File: src/rtl/req_priority_arbiter.sv
// ---------------------------------------------------------------------------
// req_priority_arbiter
//
// Shares one downstream resource among 8 requesters. A winner is chosen by
// 8:1 priority selection, holds the grant until it pulses done, drops its
// request, or uses up its hold budget, and then the arbiter spends one dead
// cycle (RELEASE) before the next grant can appear.
//
// Index encoding: req[7] is index 0 (highest fixed priority), req[0] is
// index 7 (lowest).
//
// Optional feature (compile-time macro ARB_ROUND_ROBIN_EN):
//   undefined : fixed priority, req[7] always highest.
//   defined   : rotating priority. rr_ptr (index space) names the index that
//               is searched first; after every grant ends it moves to the
//               index just past the finished winner.
//
// Parameters:
//   MAX_HOLD  cycles a single grant may be held before forced release (1..255)
//   CNT_W     width of the hold counter, 2**CNT_W > MAX_HOLD
//
// Ports:
//   clk        system clock, rising edge
//   rst_n      asynchronous active-low reset
//   req[7:0]   request vector, held high while wanting/owning the resource
//   done       one-cycle end-of-transaction pulse from the holder
//   gnt[7:0]   registered one-hot grant, zero when idle
//   gnt_idx    encoded index of the granted bit (bit 7 -> 0 ... bit 0 -> 7)
//   gnt_valid  high exactly when gnt is non-zero
//   timeout    one-cycle pulse when a grant is forcibly released
// ---------------------------------------------------------------------------
module req_priority_arbiter #(
    parameter int MAX_HOLD = 16,
    parameter int CNT_W    = 8
) (
    input  logic       clk,
    input  logic       rst_n,
    input  logic [7:0] req,
    input  logic       done,
    output logic [7:0] gnt,
    output logic [2:0] gnt_idx,
    output logic       gnt_valid,
    output logic       timeout
);

    typedef enum logic [1:0] {
        IDLE    = 2'd0,
        GRANT   = 2'd1,
        RELEASE = 2'd2
    } state_t;

    localparam logic [CNT_W-1:0] HOLD_LAST = CNT_W'(MAX_HOLD - 1);

    state_t           state;
    logic [CNT_W-1:0] hold_cnt;
    logic [7:0]       req_idx;
    logic [2:0]       sel_idx;
    logic [7:0]       sel_onehot;
    logic             holder_req;
    logic             release_now;
    logic             hold_expired;

`ifdef ARB_ROUND_ROBIN_EN
    logic [2:0]       rr_ptr;
`endif

    // Requests re-ordered into index space so that req_idx[0] is req[7].
    always_comb begin
        req_idx = 8'h00;
        for (int i = 0; i < 8; i++) begin
            req_idx[i] = req[7 - i];
        end
    end

    // Winner selection. Loops run from the lowest priority slot upward so
    // that the last assignment made belongs to the highest priority request.
`ifdef ARB_ROUND_ROBIN_EN
    always_comb begin
        logic [2:0] probe;
        sel_idx = 3'd0;
        probe   = 3'd0;
        for (int k = 7; k >= 0; k--) begin
            probe = rr_ptr + 3'(k);
            if (req_idx[probe]) begin
                sel_idx = probe;
            end
        end
    end
`else
    always_comb begin
        sel_idx = 3'd0;
        for (int i = 7; i >= 0; i--) begin
            if (req_idx[i]) begin
                sel_idx = 3'(i);
            end
        end
    end
`endif

    assign sel_onehot = 8'b1000_0000 >> sel_idx;

    // The holder's own request bit, found through the registered index.
    assign holder_req   = req[3'd7 - gnt_idx];
    assign hold_expired = (hold_cnt == HOLD_LAST);
    assign release_now  = done || !holder_req || hold_expired;

    // Single state machine with registered outputs. timeout is a default-low
    // pulse that is only raised when the hold budget alone ends the grant.
    always_ff @(posedge clk or negedge rst_n) begin
        if (!rst_n) begin
            state     <= IDLE;
            gnt       <= 8'h00;
            gnt_idx   <= 3'd0;
            gnt_valid <= 1'b0;
            timeout   <= 1'b0;
            hold_cnt  <= '0;
`ifdef ARB_ROUND_ROBIN_EN
            rr_ptr    <= 3'd0;
`endif
        end else begin
            timeout <= 1'b0;
            case (state)
                IDLE, RELEASE: begin
                    if (|req) begin
                        gnt       <= sel_onehot;
                        gnt_idx   <= sel_idx;
                        gnt_valid <= 1'b1;
                        hold_cnt  <= '0;
                        state     <= GRANT;
                    end else begin
                        gnt       <= 8'h00;
                        gnt_idx   <= 3'd0;
                        gnt_valid <= 1'b0;
                        state     <= IDLE;
                    end
                end
                GRANT: begin
                    hold_cnt <= hold_cnt + CNT_W'(1);
                    if (release_now) begin
                        gnt       <= 8'h00;
                        gnt_idx   <= 3'd0;
                        gnt_valid <= 1'b0;
                        timeout   <= !done && holder_req;
                        state     <= RELEASE;
`ifdef ARB_ROUND_ROBIN_EN
                        rr_ptr    <= gnt_idx + 3'd1;
`endif
                    end
                end
                default: begin
                    gnt       <= 8'h00;
                    gnt_idx   <= 3'd0;
                    gnt_valid <= 1'b0;
                    state     <= IDLE;
                end
            endcase
        end
    end

endmodule

File: config.mk
export PLATFORM = sky130hd
export DESIGN_NAME = req_priority_arbiter
export DESIGN_NICKNAME = d
export VERILOG_FILES = /design/src/rtl/req_priority_arbiter.sv
export SDC_FILE = /design/constraint.sdc
export NUM_CORES = 1
export LEC_CHECK = 0
export CORE_UTILIZATION = 44
export DETAILED_ROUTE_END_ITERATION = 10
export GPL_ROUTABILITY_DRIVEN = 0
export PLACE_DENSITY = 0.76
export SYNTH_ARGS = -nofsm -noshare
export SYNTH_HDL_FRONTEND = slang
export SYNTH_SLANG_ARGS = --single-unit
File: constraint.sdc
create_clock -name clk -period 1.55 [get_ports clk]
set_input_delay 0.31 -clock clk [delete_from_list [all_inputs] [get_ports clk]]
set_output_delay 0.31 -clock clk [all_outputs]
set_load 0.02 [all_outputs]
; Word level (Yosys, flattened, before mapping)
; Index checks and enable logic that the tools add are counted.
[op_classes]
shifts = 1
muxes = 26
eq_ne = 5
n_addsub = 2
n_lt_le_gt_ge = 1
n_reduce_logical = 10
[ops]
columns = cell, count
row1 = $pmux W8 S2, 2
row2 = $mux W3, 10
row3 = $mux W8, 3
row4 = $add A8 B1 Y8 const B, 1
row5 = $eq A8 B4 Y1 const B, 1
row6 = $reduce_or A8 Y1, 1
row7 = $shr A8 B3 Y8 const A, 1
row8 = $mux W1, 6
row9 = $pmux W3 S2, 1
row10 = $lt A3 B4 Y1 const B, 1
row11 = $ne A2 B2 Y1 const B, 2
row12 = $pmux W2 S2, 1
row13 = $bmux W1 S3, 1
row14 = $sub A3 B3 Y3 const A, 1
row15 = $eq A2 B1 Y1 const B, 1
row16 = $eq A2 B2 Y1 const B, 1
row17 = $logic_not A1 Y1, 2
row18 = $logic_not A2 Y1, 1
row19 = $logic_or A1 B1 Y1, 2
row20 = $mux W2, 1
row21 = $pmux W1 S2, 1
row22 = $reduce_and A2 Y1, 1
row23 = $reduce_bool A2 Y1, 1
row24 = $reduce_or A2 Y1, 1
row25 = $logic_and A1 B1 Y1, 1
[word_totals]
inputBits = 11
output_inout_bits = 13
reg_bits = 23
wordCells = 51

; Longest topological paths before layout
[logic_depth]
depth_word = 11
ltp_mapped = 7
ltp_nobuf = 5

; Worst setup path before layout
; Ideal clock, no wire load.
[synth_path]
kind = flip-flop to flip-flop
from = register gnt_idx[0]
to = register gnt_valid
synth_period_minus_slack_ns = 1.810
path_stages_with_launch = 7
t_required_ns = 1.422
arrival_time_ns = 1.683
setup_slack_ns = -0.260
setup_ns = 0.128
n_path_buf = 1
path_cell_list = dfrtp_1 -> buf_6 -> mux2i_1 -> nand3_1 -> o311ai_2 -> nor4b_4 -> mux2_1
[synth_via]
elab_chain_cells = 7
[synth_lines]
columns = item, line_no
row1 = "start, declared", 41  ; output logic [2:0] gnt_idx,
row2 = "start signal, assigned", 126  ; gnt_idx <= sel_idx;
row3 = $sub A3 B3 Y3, 103  ; assign holder_req = req[3'd7 - gnt_idx];
row4 = $bmux W1 S3, 103
row5 = $mux W1 (not written as such), 103
row6 = $logic_not A1 Y1, 105  ; assign release_now = done || !holder_req || hold_expired;
row7 = $logic_or A1 B1 Y1 (2 in series), 105
row8 = $ne A2 B2 Y1 (no line), n/a
row9 = "end signal, assigned", 114  ; gnt_valid <= 1'b0;
row10 = "end signal, assigned", 127  ; gnt_valid <= 1'b1;
row11 = "end signal, assigned", 133  ; gnt_valid <= 1'b0;
row12 = "end, declared", 42  ; output logic gnt_valid,
; Every way passes these cells. The select of a mux whose other input is x is not followed.
; A chain may end at the register's enable or synchronous reset.

; Final worst setup path
[layout_path]
from = register gnt_idx[0]
to = register gnt_idx[1]
[layout_via]
elab_chain_cells = 7
[layout_lines]
columns = item, line_no
row1 = $sub A3 B3 Y3, 103
row2 = $bmux W1 S3, 103
row3 = $mux W1 (not written as such), 103
row4 = $logic_not A1 Y1, 105
row5 = $logic_or A1 B1 Y1 (2 in series), 105
row6 = $ne A2 B2 Y1 (no line), n/a
; Every way passes these cells. The select of a mux whose other input is x is not followed.

==> results.sh <==
export IMPL_die_w_um=52.73
export IMPL_synth_distinct_cells=35
export IMPL_maxSlewHeadroom_pct=72.99
export IMPL_cts_root_buf="clkbuf_4"
export IMPL_startpoint="gnt_idx[0]"
export IMPL_worst_setup_path_type="reg2reg"
export IMPL_wirelength_um=2894
export IMPL_rrSetupSlack_ns=-0.16
export IMPL_regArea_um2=578.1
export IMPL_start_util_pct=46.13
export IMPL_yosysTopAreaCell="dfrtp_1"
export IMPL_synth_cells_most_frequent="dfrtp_1 (23), nand2_1 (14), nor2_1 (11)"
export IMPL_hp_class="in2async"
export IMPL_antenna_found_initial=0
export IMPL_pin_count=24
export IMPL_arrival_ns=1.92
export IMPL_critical_path_endpoint="gnt_idx[1]"
export IMPL_syn_avg_cell_area_um2=10.48
export IMPL_die_area_um2=2780
export IMPL_cts_htree_levels=1
export IMPL_fin_worst_skew_ns=0.007746
export IMPL_required_ns=1.76
export IMPL_rsz0062_at_grt="true"
export IMPL_violations="DRC, setup timing"
export IMPL_status="complete, but fails checks"
export IMPL_grt_max_degree=24
export IMPL_drtIter0Drc=12
export IMPL_insertion_delay_ns=0.31
export IMPL_clk_pin_slew_ns=0.14
export IMPL_syn_nets=120
export IMPL_area_delta_synth_final_pct=48.29
export IMPL_seq_area_frac_synth_pct=50.83
export IMPL_ys_flop_type="dfrtp_1"
export IMPL_grt_pass1_wl_um=4650
export IMPL_grt_overflow=0
export IMPL_r2r_cells=5
export IMPL_vias=1073
export IMPL_io_buffers=23
export IMPL_setup_ws_ns=-0.1574
export IMPL_critical_path_endpoint_type="flop"
export IMPL_rows=18
export IMPL_coreArea_um2=2455
export IMPL_drt_vias_per_instance=5.560
export IMPL_yosys_top_cells_area="dfrtp_1 (51%), nand2_1 (4.6%), o21ai_0 (4.4%)"
export IMPL_dr_pass1_iters=7
export IMPL_final_area_um2=1679
export IMPL_cp_max_fo=7
export IMPL_dp_cells=187
export IMPL_multi_input_area_um2=579.3
export IMPL_cts_sinks=23
export IMPL_setup_violations_final=14
export IMPL_synth_edff_count=0
export IMPL_powerDensity_nw_per_um2=1171
export IMPL_synthArstFlopShare_pct=100.0
export IMPL_tightest_slew_ns=0.4052
export IMPL_diodes=0
export IMPL_period_minus_slack_ns=1.707
export IMPL_yosys_warnings=0
export IMPL_post_drt_wl_per_cell_um=14.99
export IMPL_route_detailed_drc=2
export IMPL_clockBufferDepth=2
export IMPL_fin_nets=176
export IMPL_cp_start_kind="flop"
export IMPL_place_area_um2=1589
export IMPL_syn_area_um2=1132
export IMPL_synthMostInstantiatedCell="dfrtp_1"
export IMPL_hold_viol_final=0
export IMPL_die_y_um=52.73
export IMPL_grt_usage_pct=23.68
export IMPL_reg2reg_from="gnt_idx[0]"
export IMPL_cts_tree="built"
export IMPL_n_fill_cell=191
export IMPL_layoutNonFillerInstCount=193
export IMPL_rr_endpoint="gnt_idx[1]"
export IMPL_power_leakage_nw=0.8214
export IMPL_drive_gt1_share_pct=33.13
export IMPL_cts_buffers=3
export IMPL_cap_violations=0
export IMPL_hold_buffers=0
export IMPL_synthCells=108
export IMPL_timing_final_crit_share_pct=110.2
export IMPL_dp_hpwl_um=2182
export IMPL_grt_pass1_vias=1047
export IMPL_synth_top_area_share_pct=50.83
export IMPL_ant_nets=0
export IMPL_yosys_register_bits=23
export IMPL_slew_viol_final=0
export IMPL_vdd_drop_max_mv=0.7585
export IMPL_fmax_mhz=585.7
## cells in the final DEF (no fill, tap or decap), drive strengths merged, types with 3 or more instances in the layout
cell type      instances
clkdlybuf4s50         10
o21ai                 10
a32o                   4
buf                   31
a22o                   4
nand2                 14
dlygate4sd2           12
nor2                  11
clkbuf                 3
nand3                  4
dfrtp                 23
inv                    5
## cell families after synthesis
group / share of synthesized area [%]
adder cells (fa/ha/maj): 1.105
multiplexers: 3.204
AO/OA/AOI/OAI: 21.88
buffers and inverters: 3.646
AND/OR/NAND/NOR: 19.34
flip-flops: 50.83
## critical path, cell delays in order, from the launching register on
cell and delay [ns]:
dfrtp_2 0.49, buf_4 0.17, a2111oi_4 0.46, nor4b_4 0.10, buf_4 0.18, a32o_1 0.20
## layout make-up
| type | instances | share of cell area, % |
|---|---|---|
| Clock buffer | 3 | 1.341 |
| Sequential cell | 23 | 34.43 |
| Tap cell | 30 | 2.235 |
| Clock inverter | 1 | 0.2981 |
| Multi-Input combinational cell | 78 | 34.50 |
| Timing Repair Buffer | 53 | 26.08 |
| Inverter | 5 | 1.118 |
## power by group
part           total, mW  internal (mW)  switching [mW]
combinational      0.880          0.423           0.457
sequential         0.801          0.704          0.0967
clock              0.284         0.0964           0.188
total               1.97           1.22           0.742
## state kept, by name, summed over array words and instances, names as in the netlist
name and count:
gnt 8, hold_cnt 8, gnt_idx 3, state 2, gnt_valid 1, timeout 1
## stage by stage
step | setup TNS, ns | utilization, % | hold WS, ns | total power, mW | setup slack [ns]
after floorplan | -2.165 | - | 0.01441 | 1.209 | -0.2145
after global placement | -7.064 | 64.73 | 0.4736 | 1.582 | -0.4285
final | -1.653 | 68.40 | 0.3333 | 1.966 | -0.1574
after global routing | -2.682 | 68.40 | 0.3510 | 2.095 | -0.2222
after detailed placement | -7.926 | 64.73 | 0.4732 | 1.612 | -0.4702
after CTS | -1.612 | 66.87 | 0.3406 | 1.898 | -0.1493
## worst min-delay path by stage
stage               startpoint  cells after the start           to
finish                   rst_n                      2   gnt_idx[0]
global route             rst_n                      2  hold_cnt[6]
CTS                      rst_n                      2       gnt[1]
detailed placement      gnt[1]                      1       gnt[1]
global placement        gnt[0]                      1       gnt[0]
floorplan                rst_n                      0       gnt[0]
## layer usage
layer  track usage, %  vias to the layer above  routed length, um
met5                0                        -                  0
li1                 -                      511                  -
met2            39.87                       26               1470
met1            30.29                      532               1294
met4            9.649                        0                 38
met3            2.899                        4                 90
## repair_timing
item                       CTS  global route
gates resized for setup     20            10
setup endpoints to repair   28            22
setup buffers                1             1
pin swaps                    7             1
No activity file was read; power rests on OpenSTA's default activity.
